**src/rtl/cp0_pkg.sv**
```systemverilog
// cp0_pkg: shared constants for the CP0 exception handler.
// Holds CP0 register numbers, decoder exception codes, Cause.ExcCode field
// values, the exception vector and Status/Cause bit positions and write masks.
package cp0_pkg;

  // CP0 register numbers
  localparam logic [4:0] CP0_BADVADDR = 5'd8;
  localparam logic [4:0] CP0_COUNT    = 5'd9;
  localparam logic [4:0] CP0_COMPARE  = 5'd11;
  localparam logic [4:0] CP0_STATUS   = 5'd12;
  localparam logic [4:0] CP0_CAUSE    = 5'd13;
  localparam logic [4:0] CP0_EPC      = 5'd14;

  // Exception codes produced by the M-stage decoder
  localparam logic [31:0] EXC_INT  = 32'h0000_0001;
  localparam logic [31:0] EXC_ADEL = 32'h0000_0004;
  localparam logic [31:0] EXC_ADES = 32'h0000_0005;
  localparam logic [31:0] EXC_SYS  = 32'h0000_0008;
  localparam logic [31:0] EXC_BP   = 32'h0000_0009;
  localparam logic [31:0] EXC_RI   = 32'h0000_000a;
  localparam logic [31:0] EXC_OV   = 32'h0000_000c;
  localparam logic [31:0] EXC_ERET = 32'h0000_000e;
  localparam logic [31:0] EXC_NONE = 32'hffff_ffff;

  // Cause.ExcCode field values
  localparam logic [4:0] EXCCODE_INT  = 5'h00;
  localparam logic [4:0] EXCCODE_ADEL = 5'h04;
  localparam logic [4:0] EXCCODE_ADES = 5'h05;
  localparam logic [4:0] EXCCODE_SYS  = 5'h08;
  localparam logic [4:0] EXCCODE_BP   = 5'h09;
  localparam logic [4:0] EXCCODE_RI   = 5'h0a;
  localparam logic [4:0] EXCCODE_OV   = 5'h0c;

  localparam logic [31:0] EXC_VECTOR = 32'hBFC0_0380;

  // Status bit positions
  localparam int unsigned STATUS_IE    = 0;
  localparam int unsigned STATUS_EXL   = 1;
  localparam int unsigned STATUS_IM_LO = 8;
  localparam int unsigned STATUS_IM_HI = 15;
  localparam int unsigned STATUS_BEV   = 22;

  // Cause bit positions
  localparam int unsigned CAUSE_EXC_LO = 2;
  localparam int unsigned CAUSE_EXC_HI = 6;
  localparam int unsigned CAUSE_SW_LO  = 8;
  localparam int unsigned CAUSE_SW_HI  = 9;
  localparam int unsigned CAUSE_HW_LO  = 10;
  localparam int unsigned CAUSE_IP_LO  = 8;
  localparam int unsigned CAUSE_IP_HI  = 15;
  localparam int unsigned CAUSE_BD     = 31;

  // Software-writable bits of Status (IM, EXL, IE)
  localparam logic [31:0] STATUS_WMASK = 32'h0000_FF03;

  // Map a decoder code onto the Cause.ExcCode field (interrupts record 0)
  function automatic logic [4:0] exc_code_field(input logic [31:0] code);
    return (code == EXC_INT) ? EXCCODE_INT : code[4:0];
  endfunction

endpackage

```
**src/rtl/cp0_timer.sv**
```systemverilog
// cp0_timer: Count/Compare timer for CP0.
// Count advances every second cycle via a toggle; timer_flag latches one cycle
// after Count==Compare and is cleared only by a Compare write.
// Ports: clk, rst (sync, active-high), count_we/compare_we (mtc0 strobes),
//        wdata (mtc0 data), count, compare, timer_flag (registered state).
module cp0_timer (
  input  logic        clk,
  input  logic        rst,
  input  logic        count_we,
  input  logic        compare_we,
  input  logic [31:0] wdata,
  output logic [31:0] count,
  output logic [31:0] compare,
  output logic        timer_flag
);

  logic toggle;

  // Count/toggle: a Count write reloads and restarts the half-rate phase
  always_ff @(posedge clk) begin
    if (rst) begin
      count  <= '0;
      toggle <= 1'b0;
    end else if (count_we) begin
      count  <= wdata;
      toggle <= 1'b0;
    end else begin
      toggle <= ~toggle;
      if (toggle) count <= count + 32'd1;
    end
  end

  // Compare/flag: Compare write clears the flag even on a same-cycle match
  always_ff @(posedge clk) begin
    if (rst) begin
      compare    <= '0;
      timer_flag <= 1'b0;
    end else if (compare_we) begin
      compare    <= wdata;
      timer_flag <= 1'b0;
    end else if (count == compare) begin
      timer_flag <= 1'b1;
    end
  end

endmodule

```
**src/rtl/cp0_except_handler.sv**
```systemverilog
// cp0_except_handler: CP0 exception sink for the MIPS pipeline.
// Commits Status/Cause/EPC/BadVAddr on M-stage exceptions, redirects fetch to
// the exception vector (or EPC on eret), services mtc0/mfc0 and raises the
// pending-interrupt flag. Optional Count/Compare timer under CP0_TIMER_EN.
// Ports:
//   clk, rst                      clock, synchronous active-high reset
//   exceptionTypeM, pcM, badAddrM, isInDelaySlotM   M-stage exception info
//   intHw[5:0]                    level-sensitive hardware interrupts
//   weM, waddrM, wdataM           mtc0 write port
//   raddr, rdata                  mfc0 read port (combinational)
//   flushExcept, newPc            same-cycle redirect
//   interruptPending              to the decoder interrupt input
//   statusOut, causeOut, epcOut   register values for the pipeline
module cp0_except_handler #(
  parameter logic [31:0] EXC_VECTOR   = 32'hBFC0_0380,
  parameter logic [31:0] STATUS_RESET = 32'h0040_0000
) (
  input  logic        clk,
  input  logic        rst,
  input  logic [31:0] exceptionTypeM,
  input  logic [31:0] pcM,
  input  logic [31:0] badAddrM,
  input  logic        isInDelaySlotM,
  input  logic [5:0]  intHw,
  input  logic        weM,
  input  logic [4:0]  waddrM,
  input  logic [31:0] wdataM,
  input  logic [4:0]  raddr,
  output logic [31:0] rdata,
  output logic        flushExcept,
  output logic [31:0] newPc,
  output logic        interruptPending,
  output logic [31:0] statusOut,
  output logic [31:0] causeOut,
  output logic [31:0] epcOut
);

  import cp0_pkg::*;

  logic [31:0] status;
  logic [31:0] cause;
  logic [31:0] epc;
  logic [31:0] badvaddr;
  logic [31:0] count;
  logic [31:0] compare;
  logic        timer_flag;

  logic is_eret;
  logic exc_commit;
  logic mtc0_ok;
  logic bad_addr_exc;

  assign is_eret      = (exceptionTypeM == EXC_ERET);
  assign flushExcept  = (exceptionTypeM != EXC_NONE);
  assign exc_commit   = flushExcept && !is_eret;
  // Any redirect in the same cycle drops the mtc0 entirely
  assign mtc0_ok      = weM && !flushExcept;
  assign bad_addr_exc = (exceptionTypeM == EXC_ADEL) || (exceptionTypeM == EXC_ADES);

  assign newPc = is_eret ? epc : EXC_VECTOR;

`ifdef CP0_TIMER_EN
  cp0_timer u_timer (
    .clk        (clk),
    .rst        (rst),
    .count_we   (mtc0_ok && (waddrM == CP0_COUNT)),
    .compare_we (mtc0_ok && (waddrM == CP0_COMPARE)),
    .wdata      (wdataM),
    .count      (count),
    .compare    (compare),
    .timer_flag (timer_flag)
  );
`else
  assign count      = '0;
  assign compare    = '0;
  assign timer_flag = 1'b0;
`endif

  // Architectural register updates: exception > eret > mtc0
  always_ff @(posedge clk) begin
    if (rst) begin
      status   <= STATUS_RESET;
      cause    <= '0;
      epc      <= '0;
      badvaddr <= '0;
    end else begin
      if (exc_commit) begin
        status[STATUS_EXL] <= 1'b1;
        cause[CAUSE_EXC_HI:CAUSE_EXC_LO] <= exc_code_field(exceptionTypeM);
        // Nested exceptions keep the original return point
        if (!status[STATUS_EXL]) begin
          epc             <= isInDelaySlotM ? (pcM - 32'd4) : pcM;
          cause[CAUSE_BD] <= isInDelaySlotM;
        end
        if (bad_addr_exc) badvaddr <= badAddrM;
      end else if (is_eret) begin
        status[STATUS_EXL] <= 1'b0;
      end else if (mtc0_ok) begin
        case (waddrM)
          CP0_STATUS: status <= (status & ~STATUS_WMASK) | (wdataM & STATUS_WMASK);
          CP0_CAUSE:  cause[CAUSE_SW_HI:CAUSE_SW_LO] <= wdataM[CAUSE_SW_HI:CAUSE_SW_LO];
          CP0_EPC:    epc <= wdataM;
          default:    ;
        endcase
      end
      // Hardware IP bits track the lines every cycle; timer shares IP7
      cause[CAUSE_IP_HI:CAUSE_HW_LO] <= {intHw[5] | timer_flag, intHw[4:0]};
    end
  end

  // mfc0 read mux
  always_comb begin
    rdata = '0;
    case (raddr)
      CP0_BADVADDR: rdata = badvaddr;
      CP0_COUNT:    rdata = count;
      CP0_COMPARE:  rdata = compare;
      CP0_STATUS:   rdata = status;
      CP0_CAUSE:    rdata = cause;
      CP0_EPC:      rdata = epc;
      default:      rdata = '0;
    endcase
  end

  assign interruptPending = status[STATUS_IE] & ~status[STATUS_EXL] &
                            (|(cause[CAUSE_IP_HI:CAUSE_IP_LO] & status[STATUS_IM_HI:STATUS_IM_LO]));

  assign statusOut = status;
  assign causeOut  = cause;
  assign epcOut    = epc;

endmodule
```
**config.mk**
```make
export PLATFORM = sky130hd
export DESIGN_NAME = cp0_except_handler
export DESIGN_NICKNAME = d
export VERILOG_FILES = /design/src/rtl/cp0_pkg.sv /design/src/rtl/cp0_timer.sv /design/src/rtl/cp0_except_handler.sv
export SDC_FILE = /design/constraint.sdc
export NUM_CORES = 1
export LEC_CHECK = 0
export CAP_MARGIN = 10
export CORE_MARGIN = 5
export CORE_UTILIZATION = 35
export CTS_BUF_LIST = sky130_fd_sc_hd__clkbuf_4 sky130_fd_sc_hd__clkbuf_8 sky130_fd_sc_hd__clkbuf_16
export DETAILED_ROUTE_END_ITERATION = 16
export GPL_ROUTABILITY_DRIVEN = 0
export PLACE_DENSITY = 0.73
export SLEW_MARGIN = 25
export SYNTH_ARGS = -nofsm -noshare
export SYNTH_HDL_FRONTEND = slang
export SYNTH_SLANG_ARGS = --single-unit
export TNS_END_PERCENT = 20
```
**constraint.sdc**
```tcl
create_clock -name clk -period 3.54 [get_ports clk]
set_clock_uncertainty 0.2 [all_clocks]
set_input_delay 0.885 -clock clk [delete_from_list [all_inputs] [get_ports clk]]
set_output_delay 0.885 -clock clk [all_outputs]
set_load 0.05 [all_outputs]
```
* Yosys cells after proc, flatten, opt, wreduce, memory -nomap -nowiden
Index checks and enable logic that the tools add are counted.
Word-level totals: logic and storage cells 59, output and inout bits 162, bits in registers 110
Operators by class: mux-type cells 13, reductions and logical operators 16, equality and inequality tests 14, $add $sub $neg 1, bitwise logic cells 7
Operator list (count):
- 32-bit 2-to-1 mux | 7
- 32-bit case mux with 4 select lines | 1
- 32-bit by 3-bit == test with 1-bit output, second input constant | 2
- 5-bit by 4-bit == test with 1-bit output, second input constant | 7
- 32-bit by 1-bit == test with 1-bit output, second input constant | 1
- 32-bit by 4-bit == test with 1-bit output, second input constant | 1
- 32-bit != test, second input constant | 1
- 32-bit by 16-bit bitwise OR with 32-bit output | 1
- 32-bit by 3-bit subtractor with 32-bit output, second input constant | 1
- 4-bit AND reduction | 3
- 8-bit bitwise AND | 1
- 8-bit OR reduction | 1
- 2-bit AND reduction | 3
- 3-bit nonzero test | 2
- 5-bit 2-to-1 mux | 1
- 2-bit 2-to-1 mux | 2
- 2-bit nonzero test | 2
- 1-bit NOT | 3
- 1-bit bitwise AND | 2
- 1-bit logical AND | 2
- 1-bit logical NOT | 2
- 1-bit 2-to-1 mux | 2
- 2-bit by 1-bit != test with 1-bit output, second input constant | 1
- 2-bit != test, second input constant | 1
- 1-bit logical OR | 1

* Depth between registers and ports, before layout
depth after elaboration 6, mapped depth 8, mapped depth without buffers 8

* Least setup slack after synthesis
Ideal clock, no wire load.
path kind in2out, start input raddr[0], end output rdata[17], data required time 2.455 ns, data arrival time 2.644 ns, stages 5, path buffers 2, slack -0.189 ns, cells stage by stage or4b_1 -> nor2_1 -> clkbuf_1 -> clkbuf_1 -> a22o_1
On the way: longest elaborated chain between the ends 2
RTL lines:
- start, declared | line cp0_except_handler.sv:28 | input logic [4:0] raddr,
- 5-bit by 4-bit == test with 1-bit output | line cp0_except_handler.sv:114 | case (raddr)
- 32-bit case mux with 4 select lines * | line cp0_except_handler.sv:114
- end, declared | line cp0_except_handler.sv:29 | output logic [31:0] rdata,
Mark *: on every way between the ends. The rest lies on a longest branch, timed or not.

* Worst setup path after layout
start input exceptionTypeM[1], end output newPc[22]
On the way: longest elaborated chain between the ends 2
RTL lines:
- start, declared | line cp0_except_handler.sv:20 | input logic [31:0] exceptionTypeM,
- 32-bit by 4-bit == test with 1-bit output | line cp0_except_handler.sv:53 | assign is_eret = (exceptionTypeM == EXC_ERET);
- 32-bit 2-to-1 mux | line cp0_except_handler.sv:60 | assign newPc = is_eret ? epc : EXC_VECTOR;
- end, declared | line cp0_except_handler.sv:31 | output logic [31:0] newPc,
No other way between the ends.

==> results.md <==
* Run status: complete, but fails checks
* Violations in the final reports: negative setup slack
* Via-to-Cell Ratio at 5.23
* Clock sink count at 88
* Final design utilization at 66.4%
* Largest net degree at the start of global routing at 54
* Most common library cell in the layout ignoring fill and taps: clkdlybuf4s50_1
* Number of design-rule violations left by the first detailed-router iteration at 345
* Core Region at 14600 um^2
* Met3 wirelength from detailed routing at 1720 um
* Depth of the most critical reg-to-reg path at 5
* Max Transition Viols Final at 0
* Power per cell area at 281 nW/um^2
* Final routed DRC violation total at 0
* Wire length of the first global-routing pass at 33900 um
* Crit Path Max Fanout at 5
* Clock period minus final worst setup slack at 3.64 ns
* Number of nets with antenna violations after detailed routing at 0
* Highest-count cells in the layout ignoring fill and taps: clkdlybuf4s50_1, nor2_1, dfxtp_1
* Worst Hold Path EP: badvaddr[12]$_SDFFE_PP0P_
* Post-synth EDFFs at 0
* Hold Startpoint: badvaddr[12]$_SDFFE_PP0P_
* Combined area of all synthesized cells at 5250 um^2
* Required arrival time at the worst endpoint at 2.45 ns
* Final HPWL DP at 16000 um
* Floorplan die height at 133 um
* Vias post-DR at 5838
* Layout Nets at 1077
* Post-Route WL at 22800 um
* FF+latch count, synth at 88
* Final hold violation count at 0
* Area of the die at 17600 um^2
* Overflow left after global routing at 0
* Biggest area consumer among synthesized cells: dfxtp_1
* Comb power frac at 23.2%
* Sequential group share of total power at 38.8%
* Number of buffers inserted during clock tree synthesis at 9
* Source-to-sink clock delay at the later pin of the worst-skew pair at 0.34 ns
* Post-synthesis to final-layout area growth at 85.0%
* Antenna violations before repair at 1
* Number of instances in the synthesized netlist at 628
* Number of global-route vias before repair at 5839
* Largest buffer count on any clock path at 2
* GRT Overall Usage at 24.5%
* Top cells by area in the synthesized netlist: dfxtp_1, mux2i_1, nor2_1
* Fraction of the yosys area taken by sequential cells at 33.5%
* Power spent charging and discharging nets at 0.000806 W
* Placed Cells incl. Taps at 1077
* Number of different library cells in the post-synthesis netlist at 51
* Clock network fraction of total power at 38.0%
* Met1 wire length at 9200 um
* # setup viols final at 26
* Fraction of final layout cells with drive strength greater than 1 at 25.3%
* Boundary pin count at 310
* Crit Reg-Reg Endpoint: epcOut[26]$_SDFFE_PP0P_
* I/O Buffers at 269
* Effective utilization at floorplan at 35.9%
* Number of placement rows at 44
* Top routing layer used: met5
* Standby leakage power at 3.85 nW
* Relative slew slack at 26.9%
* Hold-fix buffer count after cts at 0
* Endpoint arrival time on the critical path at 2.55 ns
* Avg Synthesized Cell Area at 8.37 um^2
* Wire per inst at 20.4 um
* Maximum achievable frequency at 275 MHz
* Flop-to-flop setup slack at 1.56 ns
* Die width at 133 um
* Max Cap Viol at 0
* Hold WC Path Type: register to register
* Area share of the largest cell type after synthesis at 33.5%
* Clock input transition at the sequential cells of the worst setup and hold paths at 0.06 ns
* Fraction of registers with async set/reset at 0%
* Peak supply drop at 0.193 mV
* Crit end category: output port
* Internal power at 0.00193 W
* Share of the clock period used by the worst path at 103%
* Final non-filler cell total at 1117
* Root cell of the clock tree: clkbuf_16
* Post-synth top flop: dfxtp_1
* Unrepaired setup endpoints after global routing: true
* Number of H-tree levels at 3
* Final setup slack of the worst path at -0.0989 ns
* Yosys Warn Count at 0
* Switching portion of total power at 29.5%
* Count of cells along the worst hold path at 2
* Classification of the worst setup path: primary input to output port
* Transition at the pin with the smallest max-transition slack at 1.10 ns
* CTS tree: done
* Worst reg2reg path startpoint: statusOut[1]$_SDFFE_PP0P_
* Routed wire length on met2 at 11300 um
* Category of the worst setup path launch point: primary input
* First-pass iteration count of the detailed router at 5
[metrics by stage]
step	TNS (ns)	setup WS, ns	area (um^2)	power, W	hold slack (ns)
2_1_floorplan	-0.223	-0.0351	5470	0.00142	0.260
3_3_place_gp	-22.75	-0.401	8840	0.00170	0.273
3_5_place_dp	-22.98	-0.415	8840	0.00170	0.283
4_1_cts	-0.630	-0.0552	9670	0.00275	0.301
5_1_grt	-3.65	-0.149	9720	0.00284	0.314
6_report	-1.74	-0.0989	9720	0.00273	0.297
[what timing repair did]
item                       4_1_cts  5_1_grt
cloned                           8        1
gates resized for setup        161       18
buffers inserted                14        4
setup endpoints to repair       64       80
pin swaps                       21        9
[state kept, by name, summed over array words and instances (netlist names)]
signal / flops
statusOut: 10
badvaddr: 32
causeOut: 14
epcOut: 32
[worst max-delay path: stages]
cell and delay, ns:
clkdlybuf4s50_1 0.52, nand3_2 0.12, nor2_2 0.10, nor4b_4 0.21, buf_6 0.16, buf_12 0.10
buf_12 0.11, buf_16 0.14, nand2b_4 0.06, buf_8 0.15
[power groups by stage]
stage | clock, W | sequential, W | combinational [W]
2_1_floorplan | 0 | 0.00117 | 0.000244
4_1_cts | 0.00106 | 0.00106 | 0.000627
3_5_place_dp | 0 | 0.00108 | 0.000622
3_3_place_gp | 0 | 0.00108 | 0.000620
6_report | 0.00104 | 0.00106 | 0.000633
5_1_grt | 0.00111 | 0.00106 | 0.000662
[synth_stat cells, types with 4 or more instances]
cell type	number
or3_1	6
nor2_1	110
o32ai_1	20
and2_1	21
nor2b_1	7
a22oi_1	20
nor3_1	13
clkbuf_1	27
o21ai_0	4
mux2i_1	49
xor2_1	23
o2bb2ai_1	4
nand2_1	28
nor3b_1	7
a22o_1	15
inv_1	10
buf_2	9
nor4_1	13
nand2b_1	39
nor4_2	5
a21oi_1	4
dfxtp_1	88
buf_4	42
a222oi_1	6
xnor2_1	5
nand4_1	10
o32ai_2	4
nand3_1	6
[cell families after synthesis]
| logic type | Yosys count | share of synthesized area (%) |
|---|---|---|
| muxes | 49 | 9.34 |
| DFF | 88 | 33.5 |
| xor gates and xnor gates | 28 | 4.67 |
| other | 2 | 0.143 |
| and+or+nand+nor | 281 | 28.0 |
| adders and majority gates | 1 | 0.238 |
| AOI/OAI and AO/OA | 89 | 14.3 |
| buffers and inverters | 90 | 9.79 |
[how the worst max path moves through the flow]
stage / end / from / slack [ns] / cells past startpoint
floorplan: rdata[0] / raddr[2] / -0.04 / 6
global placement: newPc[20] / exceptionTypeM[26] / -0.40 / 6
detailed placement: newPc[21] / exceptionTypeM[26] / -0.41 / 6
CTS: newPc[24] / exceptionTypeM[27] / -0.06 / 9
global route: newPc[22] / exceptionTypeM[14] / -0.15 / 10
finish: newPc[22] / exceptionTypeM[1] / -0.1 / 10
[layer usage]
layer  global-route usage [%]  up-vias
met1                     29.9     2751
li1                         -     2760
met4                     7.27        2
met2                     42.0      282
met5                        0        -
met3                     7.06       43
[area by class of cell]
cell class	instances	area [um^2]
clock buffer	10	239
sequential	88	1760
multi-input combinational	489	3450
fill	1229	4920
antenna	1	2.50
timing repair buffer	330	3920
inverter	10	37.5
clock inverter	5	81.3
tap	184	230
Note: power is estimated with default switching activity, not from simulation.
